`config.mk`:
```
export PLATFORM = sky130hd
export DESIGN_NAME = multiaddr_decode_stream
export DESIGN_NICKNAME = d
export VERILOG_FILES = /design/src/rtl/multiaddr_decode_stream_pkg.sv /design/src/rtl/multiaddr_decode_stream_lzc.sv /design/src/rtl/multiaddr_decode_stream.sv
export SDC_FILE = /design/constraint.sdc
export NUM_CORES = 1
export LEC_CHECK = 0
export BUFFER_PORTS_ARGS = -buffer_cell sky130_fd_sc_hd__buf_2
export CORE_MARGIN = 2
export CORE_UTILIZATION = 30
export CTS_CLUSTER_SIZE = 28
export DETAILED_ROUTE_END_ITERATION = 12
export PLACE_DENSITY = 0.55
export SYNTH_ARGS = -nofsm -noshare
export SYNTH_HDL_FRONTEND = slang
export SYNTH_SLANG_ARGS = --single-unit
```
`constraint.sdc`:
```
create_clock -name clk_i -period 9.3 [get_ports clk_i]
set_input_delay 1.86 -clock clk_i [delete_from_list [all_inputs] [get_ports clk_i]]
set_output_delay 1.86 -clock clk_i [all_outputs]
set_load 0.05 [all_outputs]
```
`src/rtl/multiaddr_decode_stream_pkg.sv`:
```
// Shared types for the multicast address decoder: FSM state and the default
// address/rule types used when the parent does not override them.
package multiaddr_decode_stream_pkg;

  typedef enum logic [1:0] {
    StIdle,
    StEmit,
    StErr
  } state_e;

  typedef logic [7:0] addr_default_t;

  typedef struct packed {
    int unsigned   idx;
    addr_default_t addr;
    addr_default_t mask;
  } rule_default_t;

endpackage

```
`src/rtl/multiaddr_decode_stream_lzc.sv`:
```
// Trailing-zero counter: index of the lowest set bit of in_i; empty_o when in_i is zero.
module multiaddr_decode_stream_lzc #(
  parameter int unsigned Width    = 4,
  parameter int unsigned CntWidth = (Width > 1) ? $clog2(Width) : 1
) (
  input  logic [Width-1:0]    in_i,
  output logic [CntWidth-1:0] cnt_o,
  output logic                empty_o
);

  // Scan from the top down so the lowest set bit is written last and wins.
  always_comb begin
    cnt_o   = '0;
    empty_o = 1'b1;
    for (int i = Width - 1; i >= 0; i--) begin
      if (in_i[i]) begin
        cnt_o   = CntWidth'(i);
        empty_o = 1'b0;
      end
    end
  end

endmodule

```
`src/rtl/multiaddr_decode_stream.sv`:
```
// Sequential multicast decoder: accepts one {addr, mask} request, matches it against
// the rule map and emits one beat per selected destination index, lowest index first.
module multiaddr_decode_stream
  import multiaddr_decode_stream_pkg::*;
#(
  parameter int unsigned NoIndices = 4,
  parameter int unsigned NoRules   = 4,
  parameter type         addr_t    = addr_default_t,
  parameter type         rule_t    = rule_default_t,
  localparam int unsigned IdxWidth = (NoIndices > 1) ? $clog2(NoIndices) : 1
) (
  input  logic                  clk_i,
  input  logic                  rst_i,
  input  rule_t [NoRules-1:0]   addr_map_i,
  input  logic                  valid_i,
  output logic                  ready_o,
  input  addr_t                 addr_i,
  input  addr_t                 mask_i,
  output logic                  valid_o,
  input  logic                  ready_i,
  output logic [IdxWidth-1:0]   idx_o,
  output addr_t                 addr_o,
  output addr_t                 mask_o,
  output logic                  last_o,
  output logic                  error_o,
  output logic [NoIndices-1:0]  select_o
);

  state_e                 state_q;
  logic [NoIndices-1:0]   pending_q, select_q, sel_d;
  addr_t                  addr_q [NoIndices];
  addr_t                  mask_q [NoIndices];
  addr_t                  dec_addr [NoIndices];
  addr_t                  dec_mask [NoIndices];
  logic [IdxWidth-1:0]    first_idx;
  logic                   pending_empty;
  logic                   one_left;
  logic                   accept;
  logic                   beat_done;

  // Decode the request against every rule; a later matching rule overrides addr/mask.
  always_comb begin
    sel_d = '0;
    for (int unsigned k = 0; k < NoIndices; k++) begin
      dec_addr[k] = '0;
      dec_mask[k] = '0;
    end
    for (int unsigned i = 0; i < NoRules; i++) begin
      if (&(mask_i | addr_map_i[i].mask | ~(addr_i ^ addr_map_i[i].addr))) begin
        for (int unsigned k = 0; k < NoIndices; k++) begin
          if (addr_map_i[i].idx == k) begin
            sel_d[k]    = 1'b1;
            dec_addr[k] = (~mask_i & addr_i) | (mask_i & addr_map_i[i].addr);
            dec_mask[k] = mask_i & addr_map_i[i].mask;
          end
        end
      end
    end
  end

  multiaddr_decode_stream_lzc #(
    .Width    (NoIndices),
    .CntWidth (IdxWidth)
  ) u_lzc (
    .in_i    (pending_q),
    .cnt_o   (first_idx),
    .empty_o (pending_empty)
  );

  // Beat outputs are driven purely from registered state; only ready_o sees ready_i.
  always_comb begin
    one_left  = !pending_empty && ((pending_q & (pending_q - NoIndices'(1))) == '0);
    valid_o   = (state_q != StIdle);
    idx_o     = valid_o ? first_idx : '0;
    addr_o    = valid_o ? addr_q[first_idx] : '0;
    mask_o    = valid_o ? mask_q[first_idx] : '0;
    last_o    = valid_o && one_left;
    error_o   = (state_q == StErr);
    select_o  = select_q;
    ready_o   = (state_q == StIdle) || (valid_o && ready_i && last_o);
    accept    = valid_i && ready_o;
    beat_done = valid_o && ready_i;
  end

  // FSM and payload storage; the error beat reuses slot 0 with pending = 1.
  always_ff @(posedge clk_i) begin
    if (rst_i) begin
      state_q   <= StIdle;
      pending_q <= '0;
      select_q  <= '0;
      for (int unsigned k = 0; k < NoIndices; k++) begin
        addr_q[k] <= '0;
        mask_q[k] <= '0;
      end
    end else begin
      if (beat_done) begin
        pending_q <= pending_q & ~(NoIndices'(1) << first_idx);
        if (last_o) begin
          state_q  <= StIdle;
          select_q <= '0;
        end
      end
      // A new acceptance on the last beat overrides the return to idle.
      if (accept) begin
        if (sel_d == '0) begin
          state_q   <= StErr;
          pending_q <= NoIndices'(1);
          select_q  <= '0;
          addr_q[0] <= addr_i;
          mask_q[0] <= mask_i;
        end else begin
          state_q   <= StEmit;
          pending_q <= sel_d;
          select_q  <= sel_d;
          for (int unsigned k = 0; k < NoIndices; k++) begin
            addr_q[k] <= dec_addr[k];
            mask_q[k] <= dec_mask[k];
          end
        end
      end
    end
  end

`ifndef SYNTHESIS
  if (NoIndices == 0 || NoRules == 0) begin : gen_bad_params
    $error("NoIndices and NoRules must be greater than zero");
  end

  // Rule indices must address a real destination whenever the map is sampled.
  always_ff @(posedge clk_i) begin
    if (!rst_i && accept) begin
      for (int unsigned i = 0; i < NoRules; i++) begin
        assert (addr_map_i[i].idx < NoIndices)
          else $error("rule %0d idx %0d out of range", i, addr_map_i[i].idx);
      end
    end
  end

  stable_under_backpressure: assert property (@(posedge clk_i) disable iff (rst_i)
    (valid_o && !ready_i) |=> (valid_o && $stable(idx_o) && $stable(addr_o) &&
                               $stable(mask_o) && $stable(last_o) && $stable(error_o)));
`endif

endmodule

```
Word level (Yosys, flattened, before mapping)
Memories as Yosys holds them, arrays and structs flattened.
Index checks and enable logic that the tools add are counted.
Widths: inputs -> output; s select.
{ "word_totals": {"regBits": 10, "mem_bits_rw": 64, "in_bits": 212, "output_inout_bits": 26, "word_cells": 187, "memories": 2} }
{ "classes": {"n_addsub": 1, "n_eq_ne": 13, "shift": 1, "mux": 102, "bitwise_logic": 43, "n_reduce_logical": 22} }
{ "memory_table": {"columns": ["memory", "words", "width", "read_ports", "rd_ports_with_merged_regs", "wr", "line_no", "source"], "rows": [
  ["addr_q", 4, 8, 1, 0, 4, "multiaddr_decode_stream.sv:31", "addr_t addr_q [NoIndices];"],
  ["mask_q", 4, 8, 1, 0, 4, "multiaddr_decode_stream.sv:32", "addr_t mask_q [NoIndices];"]
]} }
{ "ops": {"columns": ["cell", "count"], "rows": [
  ["$mux 8", 44],
  ["$eq 32x2->1 const B", 8],
  ["$mux 32", 8],
  ["$eq 32x1->1 const B", 4],
  ["$logic_not 32->1", 4],
  ["$or 8x8->8", 12],
  ["$and 8x8->8", 9],
  ["$mux 4", 11],
  ["$not 8->8", 5],
  ["$reduce_and 8->1", 4],
  ["$xor 8x8->8", 4],
  ["$mux 1", 30],
  ["$mux 2", 9],
  ["$or 1x1->1", 10],
  ["$and 4x4->4", 2],
  ["$logic_not 4->1", 2],
  ["$reduce_bool 2->1", 3],
  ["$logic_and 1x1->1", 5],
  ["$not 4->4", 1],
  ["$shl 1x2->4 const A", 1],
  ["$sub 4x1->4 const B", 1],
  ["$eq 2x2->1 const B", 1],
  ["$logic_not 2->1", 1],
  ["$reduce_and 2->1", 1],
  ["other kinds (2)", 2]
]} }

Depth between registers and ports, before layout
Gate-level depths: netlist of run 1.
{ "depth": {"depth_word": 18, "depth_mapped": 11, "depth_no_buf": 7} }

Hierarchy
Synthesis of run 1 repeated with hierarchy kept, for this count alone.
{ "hier_totals": {"hier_cells": 761, "hier_area_um2": 7083.0} }
{ "modules_own_cells": {"columns": ["module", "instances", "cells_per_inst", "area_per_inst_um2", "seq_area_each_um2"], "rows": [
  ["multiaddr_decode_stream", 1, 755, 7046.8, 2122.0],
  ["multiaddr_decode_stream_lzc", 1, 6, 36.3, 0.0]
]} }

Worst setup path after synthesis of run 1
Ideal clock, no wire load.
{ "synth_timing": {"path_kind": "input-to-reg", "from": "input addr_map_i[162] in the netlist's numbering", "to": "memory addr_q[1][0] in the netlist's numbering (enable)", "setup_time_ns": 0.520, "arrival_ns": 7.113, "t_required_ns": 8.780, "path_slack_ns": 1.667, "stages": 10, "n_path_buf": 3, "cell_sequence": "nor4_1 > nand4_1 > or4_1 > buf_2 > or2_2 > nand4_1 > nor3_1 > buf_2 > buf_6 > o21ai_0"} }
{ "synth_rtl": {"columns": ["element", "line_no", "source"], "rows": [
  ["start, declared", "multiaddr_decode_stream.sv:14", "input rule_t [NoRules-1:0] addr_map_i,"],
  ["end, declared", "multiaddr_decode_stream.sv:31", null]
]} }

==> results of run 1 <==
## power by group through the flow
stage	sequential, uW	combinational [uW]	clock (uW)
2_1_floorplan	389	121	0
3_3_place_gp	390	224	0
3_5_place_dp	390	223	0
4_1_cts	383	224	355
5_1_grt	384	243	373
6_report	383	228	355
## worst paths after layout
check | to | startpoint | slack (ps) | depth (start not counted)
hold reg to reg | state_q[1] | state_q[1] | 460 | 2
hold / removal | state_q[1] | state_q[1] | 460 | 2
setup / recovery | mask_q[2][6] | addr_map_i[74] | 3480 | 10
setup reg to reg | addr_q[2][1] | pending_q[0] | 6210 | 8
## worst reg2reg max path, stage by stage, from the launching register on
cell and delay, ps:
sky130_fd_sc_hd__dfxtp_1 430, sky130_fd_sc_hd__inv_2 90, sky130_fd_sc_hd__nor4_1 350, sky130_fd_sc_hd__o21ai_1 240, sky130_fd_sc_hd__a21boi_1 190, sky130_fd_sc_hd__buf_4 260, sky130_fd_sc_hd__nand2_2 90, sky130_fd_sc_hd__buf_4 360
sky130_fd_sc_hd__nor4_1 770
## area by class of cell
class	count	area share
inverter	17	0.00753
sequential	74	0.250
timing repair buffer	250	0.152
tap	285	0.0421
clock buffer	9	0.0266
multi-input combinational	629	0.514
clock inverter	7	0.00797
## metal layers
layer / part of all wire / wire length, um
met4: 0.040 / 1260
met2: 0.45 / 14300
met5: 0 / 0
met3: 0.12 / 3690
met1: 0.39 / 12300
## kinds of logic after synthesis
kind of cell | synth area share
compound gates | 0.283
xor+xnor | 0.0422
buf+inv | 0.0648
flops | 0.310
mux | 0.0277
simple gates | 0.273
## flip-flops by register name (all words and copies together), names as in the netlist
| signal | flops |
|---|---|
| addr_q | 32 |
| mask_q | 32 |
| pending_q | 4 |
| select_o | 4 |
| state_q | 2 |
## cell usage after synthesis (9+ instances only)
| library cell | instances |
|---|---|
| sky130_fd_sc_hd__nor4_1 | 65 |
| sky130_fd_sc_hd__edfxtp_1 | 64 |
| sky130_fd_sc_hd__nand2_1 | 63 |
| sky130_fd_sc_hd__a21oi_1 | 61 |
| sky130_fd_sc_hd__nor2_1 | 49 |
| sky130_fd_sc_hd__clkbuf_1 | 44 |
| sky130_fd_sc_hd__a221oi_1 | 28 |
| sky130_fd_sc_hd__nor3_1 | 24 |
| sky130_fd_sc_hd__xnor2_1 | 24 |
| sky130_fd_sc_hd__nand3_1 | 23 |
| sky130_fd_sc_hd__buf_2 | 22 |
| sky130_fd_sc_hd__o21ai_0 | 22 |
| sky130_fd_sc_hd__o221ai_1 | 20 |
| sky130_fd_sc_hd__a222oi_1 | 17 |
| sky130_fd_sc_hd__inv_1 | 16 |
| sky130_fd_sc_hd__mux2_2 | 16 |
| sky130_fd_sc_hd__nand4_1 | 16 |
| sky130_fd_sc_hd__a211oi_1 | 14 |
| sky130_fd_sc_hd__nor4_2 | 14 |
| sky130_fd_sc_hd__o221a_2 | 12 |
| sky130_fd_sc_hd__or2_2 | 12 |
| sky130_fd_sc_hd__o311ai_0 | 11 |
| sky130_fd_sc_hd__o32ai_1 | 11 |
| sky130_fd_sc_hd__dfxtp_1 | 10 |
| sky130_fd_sc_hd__nand2b_1 | 10 |
| sky130_fd_sc_hd__buf_6 | 9 |
| sky130_fd_sc_hd__xor2_1 | 9 |
## metrics by stage
stage	hold slack, ps	utilization	worst slack (ps)
2_1_floorplan	445	-	1670
6_report	463	0.377	3480
5_1_grt	489	0.377	3150
3_3_place_gp	450	0.364	3330
3_5_place_dp	450	0.364	3170
4_1_cts	468	0.377	3520
==> results.toml, run 1 <==
[outcome]
outcome = "finished clean"

[finish]
multi_input_area_um2 = 4350
final_cells = 1271
n_fill_cell = 2366
finish.instance_area_um2 = 8470
antenna-diode-count = 0
layout.cells.most_common_list = "sky130_fd_sc_hd__buf_2, sky130_fd_sc_hd__nor4_1, sky130_fd_sc_hd__edfxtp_1, sky130_fd_sc_hd__nand2_1, sky130_fd_sc_hd__a21oi_1"
layout.cells.most_common = "sky130_fd_sc_hd__buf_2"
drive_above_1_share = 0.348
area_growth_pct = 23.6
layout.nets = 1193
regArea_um2 = 2120

[sta]
max_slew.worst_pin.slew_ps = 1170
clock_skew_ps = 11.0
timing.final.crit_period_ps = 5820
final_min_period_over_clock_period = 0.625
finalSetupTns_ps = 0
finalHoldViolations = 0
setup_viol = 0
setup_repair_after_global_routing_missed_its_margin = "false"
max_clock_freq_ghz = 0.172
slew_viol_final = 0
maxSlewHeadroom = 0.217

[die]
die_height_um = 155
start_util = 0.305
die_w_um = 155
fp.dieArea_um2 = 24100
design.portCount = 238
core-area_um2 = 22500
std_cell_rows = 55

[logic_synthesis]
synth_edf_count = 64
seq_area_frac_synth = 0.310
ys_warn_count = 0
postSynth.asyncResetShare = 0
synthDominantCellAreaShare = 0.280
synth.lib_cells_used.distinct = 68
post_synth_main_area_contributors = "sky130_fd_sc_hd__edfxtp_1, sky130_fd_sc_hd__nor4_1, sky130_fd_sc_hd__a21oi_1, sky130_fd_sc_hd__a221oi_1, sky130_fd_sc_hd__nand2_1"
synth-seq-cells = 74
postSynthAreaPerCell_um2 = 8.61
synth-main-ff-cell = "sky130_fd_sc_hd__edfxtp_1"
syn_inst = 796
synth_area_um2 = 6850
dominant_cell_type_by_area_after_synthesis = "sky130_fd_sc_hd__edfxtp_1"
synth_fp_nets = 1008

[power_and_ir_drop]
vdd_drop_max_mv = 0.0540
powerDensity_nw_per_um2 = 114
p_leak_uw = 0.00309
internal_cell_power_uw = 666
totalPowerFinal_uw = 967
power_switching_uw = 300
pwr-share-seq = 0.396
power.switching_fraction = 0.311
combPwrFrac = 0.236
share_clk_of_total_power = 0.368

[routing]
detail_route.drc_violations = 0
avgViaCountPerCell = 6.35
vias = 8066
postRouteWirelength_mm = 31.5
drt_iter0_markers = 1002
detail-route-antenna-nets = 0
drt_pre_antenna_iters = 6
drt-wirelength-per-cell_um = 24.8

[global_route]
number_of_global_route_vias_before_repair = 7414
pin_count_of_the_biggest_net_entering_global_routing = 53
use_met3 = 0.0549
grt_pass1_wl_mm = 46.0
grt_use_total = 0.254
met2_usage = 0.412
grt_overflow_total = 0
globalRoute.busiestLayer = "met2"
grt_use_met1 = 0.335
grt_antenna_before_repair = 0

[critical_path]
cp_num_buf_inv = 3
worstPathRequired_ps = 9280
max_stage_delay_ps = 820
slowest_stage = "sky130_fd_sc_hd__nand3_1"
timing.setup.critical_path_class = "in -> reg"
timing.critical_path.max_delay_family = "simple AND/OR/NAND/NOR gates"
path_cells = "buf_2, nor4_1, nand4_1, nor2_1, nand3_1, nand4_1, nor3_2, buf_4, o21ai_4, buf_4"
crit_end_category = "register"
critPathMaxFanout = 49
critPathArrivalTime_ps = 5800
cp-start-kind = "primary input"

[cts]
tritoncts.num_buffers = 9
tritoncts = "built"
max-clock-path-buffers = 2
insertion_delay_ps = 340
clk_transition_reported_paths_ps = 70
cts_htree_levels = 3
postCtsResizedCells = 0
clockRootBuffer = "sky130_fd_sc_hd__clkbuf_16"
number_of_sinks_driven_by_the_clock_tree = 74
post-cts-setup-buffer-count = 0
number_of_buffers_added_to_fix_hold_violations_after_cts = 0

[placed_design]
place.detailed.hpwl_mm = 23.5
numPortBuffers = 237
gpl.final_weighted_congestion = 0.934
dpl_cell_area_um2 = 8180
post-place-cells = 1255

[run]
max-cap-violations = 0

[worst_hold_path]
class_of_the_tightest_hold_or_removal_check = "reg -> reg"
(Power assumes the default switching activity.)
==> run 2, diff against run 1 <==
ABC_AREA = 1   (was not set)
PLACE_DENSITY = 0.54   (was 0.55)
clock period = 5.5 ns   (was 9.3 ns; I/O delays follow)
==> results.toml, run 2 <==
[outcome]
outcome = "finished clean"

[worst_hold_path]
class_of_the_tightest_hold_or_removal_check = "reg -> reg"
whs_path_depth = 2
hold_path_startpoint = "select_o[2]"
endpoint_of_the_worst_hold_path = "select_o[2]"

[global_route]
number_of_global_route_vias_before_repair = 8316
grt_use_total = 0.221
grt_pass1_wl_mm = 46.1
pin_count_of_the_biggest_net_entering_global_routing = 71
grt_antenna_before_repair = 0
grt_overflow_total = 0

[placed_design]
gpl.final_weighted_congestion = 0.890
numPortBuffers = 237
place.detailed.hpwl_mm = 23.4

[sta]
setup_viol = 0
max_clock_freq_ghz = 0.270
clock_skew_ps = 8.10
timing.final.crit_period_ps = 3710
final_min_period_over_clock_period = 0.675
finalHoldViolations = 0
slew_viol_final = 0
setup_repair_after_global_routing_missed_its_margin = "false"
finalSetupTns_ps = 0
maxSlewHeadroom = 0.326
max_slew.worst_pin.slew_ps = 1010

[logic_synthesis]
synth_fp_nets = 1528
synth-seq-cells = 74
syn_inst = 1316
synth_common_cells = "sky130_fd_sc_hd__nand2_1, sky130_fd_sc_hd__nor2_1, sky130_fd_sc_hd__inv_1"
seq_area_frac_synth = 0.278
dominant_cell_type_by_area_after_synthesis = "sky130_fd_sc_hd__edfxtp_1"
post_synth_main_area_contributors = "sky130_fd_sc_hd__edfxtp_1, sky130_fd_sc_hd__nand2_1, sky130_fd_sc_hd__nor2_1, sky130_fd_sc_hd__a21oi_1, sky130_fd_sc_hd__nand3_1"
synth_edf_count = 64
synth.lib_cells_used.distinct = 33
synthDominantCellAreaShare = 0.252
synth_area_um2 = 7640
synth-main-ff-cell = "sky130_fd_sc_hd__edfxtp_1"
postSynth.asyncResetShare = 0
ys_warn_count = 0
synthMostInstantiatedCell = "sky130_fd_sc_hd__nand2_1"
postSynthAreaPerCell_um2 = 5.81

[power_and_ir_drop]
share_clk_of_total_power = 0.352
power.switching_fraction = 0.327
vdd_drop_max_mv = 0.145
power_switching_uw = 522
p_leak_uw = 0.00402
combPwrFrac = 0.240
pwr-share-seq = 0.408
powerDensity_nw_per_um2 = 172
totalPowerFinal_uw = 1600
internal_cell_power_uw = 1080

[critical_path]
cp-start-kind = "primary input"
critPathArrivalTime_ps = 3850
critPathMaxFanout = 70
worstPathRequired_ps = 5640
reg2reg_slack_ps = 2560
crit_end_category = "register"
timing.setup.critical_path_class = "in -> reg"
regToRegStartpoint = "pending_q[0]"
worstRegToRegCells = 12
r2r_end = "addr_q[3][3]"

[finish]
largest_registers = "addr_q (32), mask_q (32)"
layout.nets = 1722
multi_input_area_um2 = 4710
regArea_um2 = 2120
layout.cells.most_common = "sky130_fd_sc_hd__nand2_1"
layout.cells.most_common_list = "sky130_fd_sc_hd__nand2_1, sky130_fd_sc_hd__nor2_1, sky130_fd_sc_hd__buf_2, sky130_fd_sc_hd__inv_1, sky130_fd_sc_hd__a21oi_1"
area_growth_pct = 21.4
antenna-diode-count = 0
n_fill_cell = 2853
drive_above_1_share = 0.203

[cts]
postCtsResizedCells = 0
tritoncts = "built"
number_of_sinks_driven_by_the_clock_tree = 74
clockRootBuffer = "sky130_fd_sc_hd__clkbuf_16"
max-clock-path-buffers = 2
cts_htree_levels = 3
post-cts-setup-buffer-count = 0
number_of_buffers_added_to_fix_hold_violations_after_cts = 0
tritoncts.num_buffers = 9
clk_transition_reported_paths_ps = 60
insertion_delay_ps = 340

[die]
start_util = 0.304
fp.dieArea_um2 = 26800
die_w_um = 164
die_height_um = 164
design.portCount = 238
std_cell_rows = 58
core-area_um2 = 25100

[routing]
postRouteWirelength_mm = 29.1
vias = 9280
drt_pre_antenna_iters = 6
drt-wirelength-per-cell_um = 15.8
drt_iter0_markers = 908
avgViaCountPerCell = 5.03
detail_route.drc_violations = 0
detail-route-antenna-nets = 0

[run]
max-cap-violations = 0
[run 2: changes by cell type after synthesis, moves of 52 or more]
cell                      delta
sky130_fd_sc_hd__nand2_1   +291
sky130_fd_sc_hd__nor2_1    +227
sky130_fd_sc_hd__inv_1      +97
sky130_fd_sc_hd__nand3_1    +74
sky130_fd_sc_hd__nor4_1     -63
sky130_fd_sc_hd__o21ai_0    +52
[run 2: how the worst max path moves through the flow]
| stage | startpoint | endpoint | slack, ps | depth (start not counted) |
|---|---|---|---|---|
| floorplan | mask_i[6] | addr_q[1][0] | 1670 | 14 |
| global placement | mask_i[3] | addr_q[1][2] | 1510 | 14 |
| finish | mask_i[3] | mask_q[3][0] | 1790 | 14 |
| CTS | mask_i[3] | addr_q[3][3] | 1830 | 14 |
| global route | mask_i[3] | mask_q[0][6] | 1630 | 15 |
| detailed placement | mask_i[3] | mask_q[1][3] | 1470 | 14 |
[run 2: metrics by stage]
step	std cells	util	setup WS (ps)	instance area [um^2]	hold WS (ps)
floorplan	1316	-	1670	7640	458
global placement	1829	0.358	1510	8990	457
detailed placement	1829	0.358	1470	8990	457
CTS	1845	0.369	1830	9270	467
global route	1845	0.369	1630	9270	501
finish	1845	0.369	1790	9270	467
[run 2: cells by family (layout without fill, tap and decap cells)]
family / count (synthesis) / count (layout) / share of synthesized area
AO/OA/AOI/OAI: 260 / 260 / 0.181
AND/OR/NAND/NOR: 790 / 790 / 0.435
flip-flops: 74 / 74 / 0.278
buffers and inverters: 192 / 391 / 0.106
[run 2: metal layers]
metal  part of all wire  track usage
met1               0.48        0.336
met2               0.43        0.338
met3              0.081       0.0269
met4             0.0089       0.0343
met5                  0            0
[run 2: worst max-delay path, stage by stage]
cell                      delay (ps)
sky130_fd_sc_hd__buf_2           240
sky130_fd_sc_hd__nor2_1           80
sky130_fd_sc_hd__nand3_1         110
sky130_fd_sc_hd__nand2_1         100
sky130_fd_sc_hd__nor2_2          230
sky130_fd_sc_hd__nand2_4         130
sky130_fd_sc_hd__nor2_4          450
sky130_fd_sc_hd__nor2_1          120
sky130_fd_sc_hd__nand2_2         160
sky130_fd_sc_hd__nor2_8           80
sky130_fd_sc_hd__nand2_8          80
sky130_fd_sc_hd__buf_4           560
sky130_fd_sc_hd__nand3_1         130
sky130_fd_sc_hd__nor2_1          250
[run 2: final cells by class]
class,instances,area share
clock buffers,9,0.0243
clock inverters,7,0.00661
inverters,129,0.0522
multi-input cells,1050,0.508
flip-flops and latches,74,0.229
well taps,330,0.0445
repair buffers,246,0.135
[run 2: power groups by stage]
stage	clock network, uW	registers [uW]	logic [uW]
2_1_floorplan	0	659	219
3_3_place_gp	0	664	381
3_5_place_dp	0	663	382
4_1_cts	572	651	384
5_1_grt	595	654	430
6_report	563	652	384
==> run 3, diff against run 2 <==
PLACE_DENSITY = 0.55   (was 0.54)
clock period = 3.2 ns   (was 5.5 ns; I/O delays follow)
==> results.toml, run 3 (same netlist as run 2, synthesis figures left out) <==
[outcome]
outcome = "finished clean"

[finish]
drive_above_1_share = 0.215
layout.nets = 1744
area_growth_pct = 24.7
n_fill_cell = 2796
largest_registers = "addr_q (32), mask_q (32)"
layout.cells.most_common = "sky130_fd_sc_hd__nand2_1"
antenna-diode-count = 0
layout.cells.most_common_list = "sky130_fd_sc_hd__nand2_1, sky130_fd_sc_hd__nor2_1, sky130_fd_sc_hd__buf_2, sky130_fd_sc_hd__inv_1, sky130_fd_sc_hd__a21oi_1"

[routing]
drt-wirelength-per-cell_um = 15.8
detail-route-antenna-nets = 0
avgViaCountPerCell = 4.98
vias = 9292
drt_pre_antenna_iters = 5
detail_route.drc_violations = 0
postRouteWirelength_mm = 29.4
drt_iter0_markers = 947

[critical_path]
crit_start = "pending_q[3]"
regToRegStartpoint = "pending_q[0]"
critPathMaxFanout = 14
timing.setup.critical_path_class = "reg -> out"
max_stage_delay_ps = 400
cp-start-kind = "register"
critPathArrivalTime_ps = 2240
slowest_stage = "sky130_fd_sc_hd__dfxtp_1"
worstPathRequired_ps = 2560
crit_end_category = "primary output"
worstRegToRegCells = 12
cpMostUsedCell = "sky130_fd_sc_hd__nor2_1"
path_cells = "nand2_1, a21oi_1, buf_4, nor2_1, nor2_1, o21ai_0, a31oi_1, buf_2"

[placed_design]
pre_cts_slack_ps = 139
place.detailed.hpwl_mm = 23.7
numPortBuffers = 237
gpl.final_weighted_congestion = 0.934

[sta]
max_clock_freq_ghz = 0.347
final_min_period_over_clock_period = 0.900
max_slew.worst_pin.slew_ps = 573
slew_viol_final = 0
timing.final.crit_period_ps = 2880
finalSetupTns_ps = 0
clock_skew_ps = 6.76
setup_repair_after_global_routing_missed_its_margin = "false"
post-route-worst-setup-slack_ps = 320
finalHoldViolations = 0
setup_viol = 0
final.hold.worst_slack_ps = 460
maxSlewHeadroom = 0.614

[power_and_ir_drop]
vdd_drop_max_mv = 0.234
powerDensity_nw_per_um2 = 293
power.switching_fraction = 0.333
p_leak_uw = 0.00415
internal_cell_power_uw = 1860
power_switching_uw = 930
combPwrFrac = 0.242
share_clk_of_total_power = 0.355
pwr-share-seq = 0.403

[worst_hold_path]
class_of_the_tightest_hold_or_removal_check = "reg -> reg"
whs_path_depth = 2
hold_path_startpoint = "select_o[2]"

[cts]
postCtsResizedCells = 0
max-clock-path-buffers = 2
insertion_delay_ps = 340
clk_transition_reported_paths_ps = 60
clockRootBuffer = "sky130_fd_sc_hd__clkbuf_16"
tritoncts.num_buffers = 9
post-cts-setup-buffer-count = 0
tritoncts = "built"
cts_htree_levels = 3
number_of_buffers_added_to_fix_hold_violations_after_cts = 0
number_of_sinks_driven_by_the_clock_tree = 74

[global_route]
grt_overflow_total = 0
grt_antenna_before_repair = 0
number_of_global_route_vias_before_repair = 8224
pin_count_of_the_biggest_net_entering_global_routing = 63
grt_pass1_wl_mm = 45.9
grt_use_total = 0.219

[die]
die_height_um = 164
std_cell_rows = 58
die_w_um = 164
core-area_um2 = 25100
fp.dieArea_um2 = 26800
start_util = 0.304
design.portCount = 238

[run]
max-cap-violations = 0
==> run 3: critical path, delay by kind of cell, from the launching register on <==
kind            cells  cell delay [ps]
flops               1              400
compound gates      3              670
simple gates        3              230
buf+inv             2              590
==> run 3: metal layers <==
| layer | wire length [um] | global-route usage |
|---|---|---|
| met1 | 14100 | 0.329 |
| met2 | 12500 | 0.333 |
| met3 | 2710 | 0.0383 |
| met4 | 141 | 0.0271 |
| met5 | 45 | 0.0133 |
==> run 3: area by class of cell <==
type                       instances  area [um^2]  area share
clock buffer                       9          225      0.0236
clock inverter                     7         60.1     0.00631
inverter                         129          484      0.0508
multi-input combinational       1050         4710       0.495
sequential                        74         2120       0.223
tap                              330          413      0.0433
timing repair buffer             268         1510       0.158
==> run 3: power by group through the flow <==
stage | clock, uW | combinational (uW) | sequential [uW]
after CTS | 989 | 674 | 1120
final | 989 | 675 | 1120
after global routing | 1030 | 744 | 1130
after detailed placement | 0 | 672 | 1140
after global placement | 0 | 669 | 1140
after floorplan | 0 | 376 | 1130
==> run 3: metrics by stage <==
step           instances  cell area, um^2  utilization  power (uW)
3_5_place_dp        1851             9240        0.368        1810
4_1_cts             1867             9530        0.379        2790
2_1_floorplan       1316             7640            -        1510
3_3_place_gp        1851             9240        0.368        1810
6_report            1867             9530        0.379        2790
5_1_grt             1867             9530        0.379        2910
==> run 3: final timing paths <==
| kind | endpoint | slack, ps |
|---|---|---|
| worst max-delay path | addr_o[0] | 320 |
| worst min-delay path | select_o[2] | 460 |
| worst max register to register | mask_q[3][1] | 680 |
| worst min register to register | select_o[2] | 460 |
